## src/rtl/traffic_pkg.sv

```systemverilog
// Shared constants for the intersection light controller and its upstream
// request arbiter: controller state codes, light encodings and the arbiter mode.
package traffic_pkg;

   localparam logic [3:0] CODE_ALL_RED = 4'd6;
   localparam logic [3:0] CODE_EMG     = 4'd7;
   localparam logic [3:0] CODE_CAU     = 4'd8;

   localparam logic [2:0] LIGHT_GREEN  = 3'b100;
   localparam logic [2:0] LIGHT_YELLOW = 3'b010;
   localparam logic [2:0] LIGHT_RED    = 3'b001;
   localparam logic [2:0] LIGHT_OFF    = 3'b000;

   typedef enum logic [1:0] {
      MODE_INIT = 2'd0,
      MODE_RUN  = 2'd1,
      MODE_EMG  = 2'd2,
      MODE_CAU  = 2'd3
   } mode_e;

endpackage

```

## src/rtl/input_debouncer.sv

```systemverilog
// Two-flop synchroniser followed by a stability counter; the debounced level
// only follows the synchronised input after DEBOUNCE_CYC steady cycles.
module input_debouncer #(
   parameter int DEBOUNCE_CYC = 16,
   parameter int CNT_W        = 16
) (
   input  logic clk,
   input  logic rst,
   input  logic raw_i,
   output logic db_o
);

   localparam logic [CNT_W-1:0] DB_LAST = CNT_W'(DEBOUNCE_CYC - 1);

   logic             sync1_q;
   logic             sync2_q;
   logic             prev_q;
   logic             db_q;
   logic             db_d;
   logic [CNT_W-1:0] cnt_q;
   logic [CNT_W-1:0] cnt_d;

   // prev_q lets any change of the synchronised value restart the count
   always_comb begin
      cnt_d = '0;
      db_d  = db_q;
      if (sync2_q != db_q && sync2_q == prev_q) begin
         cnt_d = cnt_q + CNT_W'(1);
         if (cnt_d == DB_LAST) begin
            db_d = ~db_q;
         end
      end
   end

   always_ff @(posedge clk) begin
      if (rst) begin
         sync1_q <= 1'b0;
         sync2_q <= 1'b0;
         prev_q  <= 1'b0;
         db_q    <= 1'b0;
         cnt_q   <= '0;
      end else begin
         sync1_q <= raw_i;
         sync2_q <= sync1_q;
         prev_q  <= sync2_q;
         db_q    <= db_d;
         cnt_q   <= cnt_d;
      end
   end

   assign db_o = db_q;

endmodule

```

## src/rtl/traffic_request_arbiter.sv

```systemverilog
// Debounces emergency/caution requests and issues one-cycle load pulses with a
// held state code to the light controller; emergency outranks caution.
module traffic_request_arbiter
   import traffic_pkg::*;
#(
   parameter int DEBOUNCE_CYC = 16,
   parameter int MIN_HOLD_CYC = 1000,
   parameter int CNT_W        = 16
) (
   input  logic       clk,
   input  logic       rst,
   input  logic       emg_raw,
   input  logic       cau_raw,
   output logic       en,
   output logic       ld,
   output logic [3:0] data,
   output logic [1:0] mode
);

   localparam logic [CNT_W-1:0] HOLD_MAX = CNT_W'(MIN_HOLD_CYC);

   logic             emg_db;
   logic             cau_db;
   mode_e            state_q;
   logic             ld_q;
   logic             en_q;
   logic [3:0]       data_q;
   logic [CNT_W-1:0] hold_q;
   logic             hold_done;

   input_debouncer #(.DEBOUNCE_CYC(DEBOUNCE_CYC), .CNT_W(CNT_W)) u_emg_db (
      .clk   (clk),
      .rst   (rst),
      .raw_i (emg_raw),
      .db_o  (emg_db)
   );

   input_debouncer #(.DEBOUNCE_CYC(DEBOUNCE_CYC), .CNT_W(CNT_W)) u_cau_db (
      .clk   (clk),
      .rst   (rst),
      .raw_i (cau_raw),
      .db_o  (cau_db)
   );

   assign hold_done = (hold_q == HOLD_MAX);

   always_ff @(posedge clk) begin
      if (rst) begin
         state_q <= MODE_INIT;
         ld_q    <= 1'b0;
         en_q    <= 1'b0;
         data_q  <= CODE_ALL_RED;
         hold_q  <= '0;
      end else begin
         ld_q <= 1'b0;
         en_q <= 1'b1;
         if (!hold_done) begin
            hold_q <= hold_q + CNT_W'(1);
         end
         case (state_q)
            // en_q is still low only on the first cycle out of reset
            MODE_INIT: begin
               if (!en_q) begin
                  ld_q   <= 1'b1;
                  data_q <= CODE_ALL_RED;
               end else begin
                  state_q <= MODE_RUN;
                  hold_q  <= '0;
               end
            end
            MODE_RUN: begin
               if (emg_db) begin
                  state_q <= MODE_EMG;
                  ld_q    <= 1'b1;
                  data_q  <= CODE_EMG;
                  hold_q  <= '0;
               end else if (cau_db) begin
                  state_q <= MODE_CAU;
                  ld_q    <= 1'b1;
                  data_q  <= CODE_CAU;
                  hold_q  <= '0;
               end
            end
            MODE_EMG: begin
               if (!emg_db && hold_done) begin
                  ld_q   <= 1'b1;
                  hold_q <= '0;
                  if (cau_db) begin
                     state_q <= MODE_CAU;
                     data_q  <= CODE_CAU;
                  end else begin
                     state_q <= MODE_RUN;
                     data_q  <= CODE_ALL_RED;
                  end
               end
            end
            // Pre-emption waits one cycle if CAU was entered on the previous edge
            MODE_CAU: begin
               if (emg_db && !ld_q) begin
                  state_q <= MODE_EMG;
                  ld_q    <= 1'b1;
                  data_q  <= CODE_EMG;
                  hold_q  <= '0;
               end else if (!cau_db && hold_done) begin
                  state_q <= MODE_RUN;
                  ld_q    <= 1'b1;
                  data_q  <= CODE_ALL_RED;
                  hold_q  <= '0;
               end
            end
            default: begin
               state_q <= MODE_INIT;
            end
         endcase
      end
   end

   assign en   = en_q;
   assign ld   = ld_q;
   assign data = data_q;
   assign mode = state_q;

endmodule
```

## config.mk

```make
export PLATFORM = sky130hd
export DESIGN_NAME = traffic_request_arbiter
export DESIGN_NICKNAME = d
export VERILOG_FILES = /design/src/rtl/traffic_pkg.sv /design/src/rtl/input_debouncer.sv /design/src/rtl/traffic_request_arbiter.sv
export SDC_FILE = /design/constraint.sdc
export NUM_CORES = 1
export LEC_CHECK = 0
export ABC_AREA = 1
export CORE_AREA = 3 3 97 62
export CTS_CLUSTER_DIAMETER = 60
export DETAILED_ROUTE_END_ITERATION = 8
export DIE_AREA = 0 0 100 65
export PLACE_DENSITY = 0.84
export SYNTH_ARGS = -nofsm -noshare
export SYNTH_HDL_FRONTEND = slang
export SYNTH_HIERARCHICAL = 1
export SYNTH_SLANG_ARGS = --single-unit
```

## constraint.sdc

```tcl
create_clock -name clk -period 3.03 [get_ports clk]
set_input_delay 0.606 -clock clk [delete_from_list [all_inputs] [get_ports clk]]
set_output_delay 0.606 -clock clk [all_outputs]
set_load 0.01 [all_outputs]
```

==> run_summary.xml <==
<?xml version="1.0" encoding="UTF-8"?>
<metrics>
  <group name="logic_synthesis">
    <metric name="synth-edff-count" unit="">0</metric>
    <metric name="ys.flop_type" unit="">sky130_fd_sc_hd__dfxtp_1</metric>
    <metric name="synthesis.instances" unit="">481</metric>
    <metric name="synth.cell_area" unit="um2">3300</metric>
    <metric name="syn_area_per_cell" unit="um2">6.87</metric>
    <metric name="post_synthesis_sequential_area_ratio" unit="%">38.2</metric>
    <metric name="synth_seq_cells" unit="">63</metric>
    <metric name="synthDistinctLibCells" unit="">32</metric>
    <metric name="ys.warnings.count" unit="">6</metric>
    <metric name="asyncSetResetFlopFracSynth" unit="%">0</metric>
    <metric name="synth_fp_nets" unit="">491</metric>
  </group>
  <group name="power">
    <metric name="p_clk_share" unit="%">35.3</metric>
    <metric name="power.net_switching" unit="mW">0.623</metric>
    <metric name="leakage_power" unit="nW">1.43</metric>
    <metric name="power_per_cell_area" unit="nW/um2">585</metric>
    <metric name="power.share.sequential" unit="%">42.8</metric>
    <metric name="largest_voltage_drop_on_the_vdd_net" unit="mV">0.489</metric>
    <metric name="power.share.combinational" unit="%">21.8</metric>
    <metric name="switching_fraction_of_total_power" unit="%">29.0</metric>
    <metric name="internal_power" unit="mW">1.53</metric>
  </group>
  <group name="floorplan">
    <metric name="num_rows" unit="">20</metric>
    <metric name="design.portCount" unit="">12</metric>
    <metric name="die_w" unit="um">100</metric>
    <metric name="design.die.area" unit="um2">6500</metric>
    <metric name="design.core.area" unit="um2">5080</metric>
    <metric name="floorplan.die.height" unit="um">65</metric>
    <metric name="initial_core_util" unit="%">65.0</metric>
  </group>
  <group name="run">
    <metric name="timing.max_cap.violations" unit="">0</metric>
  </group>
  <group name="detailed_routing">
    <metric name="first_pass_iters" unit="">5</metric>
    <metric name="drc_errors" unit="">0</metric>
    <metric name="drt_iter0_markers" unit="">155</metric>
    <metric name="via_per_instance_ratio" unit="">5.12</metric>
    <metric name="route.final.wire_length" unit="um">6500</metric>
    <metric name="vias" unit="">2924</metric>
    <metric name="wl_per_cell" unit="um">11.4</metric>
    <metric name="route.antenna.remaining_nets" unit="">0</metric>
  </group>
  <group name="clocking">
    <metric name="cts.repair.resized" unit="">0</metric>
    <metric name="post-cts-setup-buffers" unit="">0</metric>
    <metric name="path_clk_slew" unit="ns">0.07</metric>
    <metric name="cts_buffers" unit="">9</metric>
    <metric name="cts-hold-fix-buffers" unit="">0</metric>
    <metric name="h-tree-depth" unit="">3</metric>
    <metric name="clk_path_buf_depth" unit="">2</metric>
    <metric name="clock-sinks" unit="">63</metric>
    <metric name="cts_tree" unit="">built</metric>
    <metric name="cts.root.buffer_cell" unit="">sky130_fd_sc_hd__clkbuf_8</metric>
    <metric name="clkLatencyLatePin" unit="ns">0.33</metric>
  </group>
  <group name="setup_path">
    <metric name="cp.arrival" unit="ns">1.30</metric>
    <metric name="critical_path.max_stage_delay" unit="ns">0.56</metric>
    <metric name="crit_path_max_fanout" unit="">5</metric>
    <metric name="startpoint_type" unit="">flip-flop</metric>
    <metric name="setup.worst_path.class" unit="">reg2out</metric>
    <metric name="path_cells" unit="">clkdlybuf4s50_1</metric>
    <metric name="critical-path-slowest-cell" unit="">sky130_fd_sc_hd__clkdlybuf4s50_1</metric>
    <metric name="cp_num_buf_inv" unit="">1</metric>
    <metric name="timing.critical_path.max_delay_family" unit="">buffers and inverters</metric>
    <metric name="required" unit="ns">2.42</metric>
    <metric name="crit_path_end_kind" unit="">output pin</metric>
  </group>
  <group name="sta">
    <metric name="timing.setup.tns" unit="ns">0</metric>
    <metric name="timing.slew.headroom" unit="%">57.6</metric>
    <metric name="post-route-min-period" unit="ns">1.91</metric>
    <metric name="max_freq" unit="MHz">524</metric>
    <metric name="report.final.setup_viol" unit="">0</metric>
    <metric name="final_min_period_over_clock_period" unit="%">63.0</metric>
    <metric name="final_max_slew_viol_count" unit="">0</metric>
    <metric name="fin_skew" unit="ns">0.00884</metric>
    <metric name="final_hold_viol_count" unit="">0</metric>
    <metric name="max_slew.worst_pin.slew" unit="ns">0.635</metric>
    <metric name="rsz0062_at_grt" unit="">no</metric>
  </group>
  <group name="global_routing">
    <metric name="grt_antenna_before_repair" unit="">0</metric>
    <metric name="global_route.usage.total" unit="%">22.6</metric>
    <metric name="via_count_of_the_first_global_routing_pass" unit="">2768</metric>
    <metric name="gr-total-overflow" unit="">0</metric>
    <metric name="grt_pass1_wl" unit="um">11900</metric>
    <metric name="pin_count_of_the_biggest_net_entering_global_routing" unit="">17</metric>
  </group>
  <group name="layout">
    <metric name="stdcell_count" unit="">571</metric>
    <metric name="drive_gt1_share" unit="%">9.90</metric>
    <metric name="net_total_in_the_final_layout" unit="">510</metric>
    <metric name="n_fill_cell" unit="">390</metric>
    <metric name="seq_area" unit="um2">1260</metric>
    <metric name="area.growth.synth_to_final" unit="%">11.2</metric>
    <metric name="final_area" unit="um2">3670</metric>
    <metric name="num_antenna_cells" unit="">0</metric>
    <metric name="multiInputGateArea" unit="um2">1740</metric>
  </group>
  <group name="run_status">
    <metric name="run_status" unit="">finished, final reports clean</metric>
  </group>
  <group name="place">
    <metric name="dp_cells" unit="">555</metric>
    <metric name="place_hpwl" unit="um">4980</metric>
    <metric name="dpl_cell_area" unit="um2">3470</metric>
    <metric name="place_congestion" unit="">0.854</metric>
    <metric name="io_buffer_count" unit="">11</metric>
  </group>
  <group name="worst_hold_path">
    <metric name="min_path_type" unit="">reg2reg</metric>
  </group>
</metrics>
[Yosys cell counts, types with 2 or more instances]
cell type                  number  area [um2]
sky130_fd_sc_hd__o21ai_2        2        17.5
sky130_fd_sc_hd__dfxtp_1       63        1260
sky130_fd_sc_hd__xnor2_1        3        26.3
sky130_fd_sc_hd__o21bai_1       4        30.0
sky130_fd_sc_hd__nor2_1        77         289
sky130_fd_sc_hd__inv_1         70         263
sky130_fd_sc_hd__ha_1           6        75.1
sky130_fd_sc_hd__a21oi_1       15        75.1
sky130_fd_sc_hd__o22ai_1        2        12.5
sky130_fd_sc_hd__nand2_1      123         462
sky130_fd_sc_hd__nand4_1       15        93.8
sky130_fd_sc_hd__nand3b_1       2        15.0
sky130_fd_sc_hd__nor3_1         8        40.0
sky130_fd_sc_hd__clkbuf_1       2        7.51
sky130_fd_sc_hd__nor2_2        15        93.8
sky130_fd_sc_hd__nand2_2        2        12.5
sky130_fd_sc_hd__xor2_1        11        96.3
sky130_fd_sc_hd__nand3_2        5        50.1
sky130_fd_sc_hd__o21ai_0        5        25.0
sky130_fd_sc_hd__nand3_1       35         175
sky130_fd_sc_hd__nor2_4         5        56.3
[area by class of cell]
class / instances / area share [%]
clock buffers: 12 / 3.68
clock inverters: 4 / 1.91
inverters: 71 / 7.25
multi-input cells: 343 / 47.4
flip-flops and latches: 63 / 34.3
well taps: 66 / 2.25
repair buffers: 12 / 3.20
[per-stage QoR]
step / setup WS [ns] / hold WS, ns / total power, mW / utilization (%)
after floorplan: 1.47 / 0.388 / 1.28 / -
after CTS: 1.11 / 0.412 / 2.16 / 72.3
after detailed placement: 0.883 / 0.403 / 1.40 / 68.3
final: 1.12 / 0.410 / 2.15 / 72.3
after global routing: 0.953 / 0.450 / 2.27 / 72.3
after global placement: 0.957 / 0.390 / 1.39 / 68.3
[state kept, by name (all words and copies together) (netlist names)]
name              flops
data                  3
en                    1
hold_q               16
ld                    1
mode                  2
u_cau_db/cnt_q       16
u_cau_db/db_o         1
u_cau_db/prev_q       1
u_cau_db/sync1_q      1
u_cau_db/sync2_q      1
u_emg_db/cnt_q       16
u_emg_db/db_o         1
u_emg_db/prev_q       1
u_emg_db/sync1_q      1
u_emg_db/sync2_q      1
[routing by layer]
metal,vias up,GRT usage (%),share of wire [%]
li1,1549,-,-
met1,1304,30.7,50
met2,63,35.4,43
met3,8,5.38,5.1
met4,0,7.39,1.1
met5,-,0,0
[logic make-up (layout without fill, tap and decap cells)]
group | after synthesis | count (layout) | synth area share [%]
compound gates | 30 | 30 | 5.57
xor+xnor | 14 | 14 | 3.71
fa+ha+maj | 6 | 6 | 2.27
buf+inv | 75 | 99 | 9.13
flops | 63 | 63 | 38.2
mux | 1 | 1 | 0.303
simple gates | 292 | 292 | 40.8
[layout by cell type (no fill, tap or decap), drive strengths merged, types with 2 or more instances in the layout]
cell type	netlist	layout
nand2	125	125
nor2	97	97
inv	71	71
dfxtp	63	63
nand3	41	41
a21oi	16	16
nand4	15	15
clkbuf	2	12
xor2	11	11
clkdlybuf4s50	0	11
nor3	10	10
o21ai	7	7
ha	6	6
o21bai	4	4
xnor2	3	3
nand3b	3	3
o22ai	2	2
clkinv	0	2
bufinv	0	2
[power by group through the flow]
stage / sequential [mW] / clock, mW / combinational, mW
2_1_floorplan: 0.946 / 0 / 0.333
3_3_place_gp: 0.934 / 0 / 0.455
3_5_place_dp: 0.937 / 0 / 0.464
4_1_cts: 0.920 / 0.776 / 0.467
5_1_grt: 0.927 / 0.811 / 0.534
6_report: 0.920 / 0.759 / 0.469
[worst paths after layout]
check               startpoint          endpoint  slack, ns  cells past startpoint
max                         en                en       1.12                      1
min           u_cau_db/sync1_q  u_cau_db/sync2_q       0.41                      2
max reg2reg  u_emg_db/cnt_q[0]     u_emg_db/db_o       1.20                     10
min reg2reg   u_cau_db/sync1_q  u_cau_db/sync2_q       0.41                      2
(Power assumes the default switching activity.)
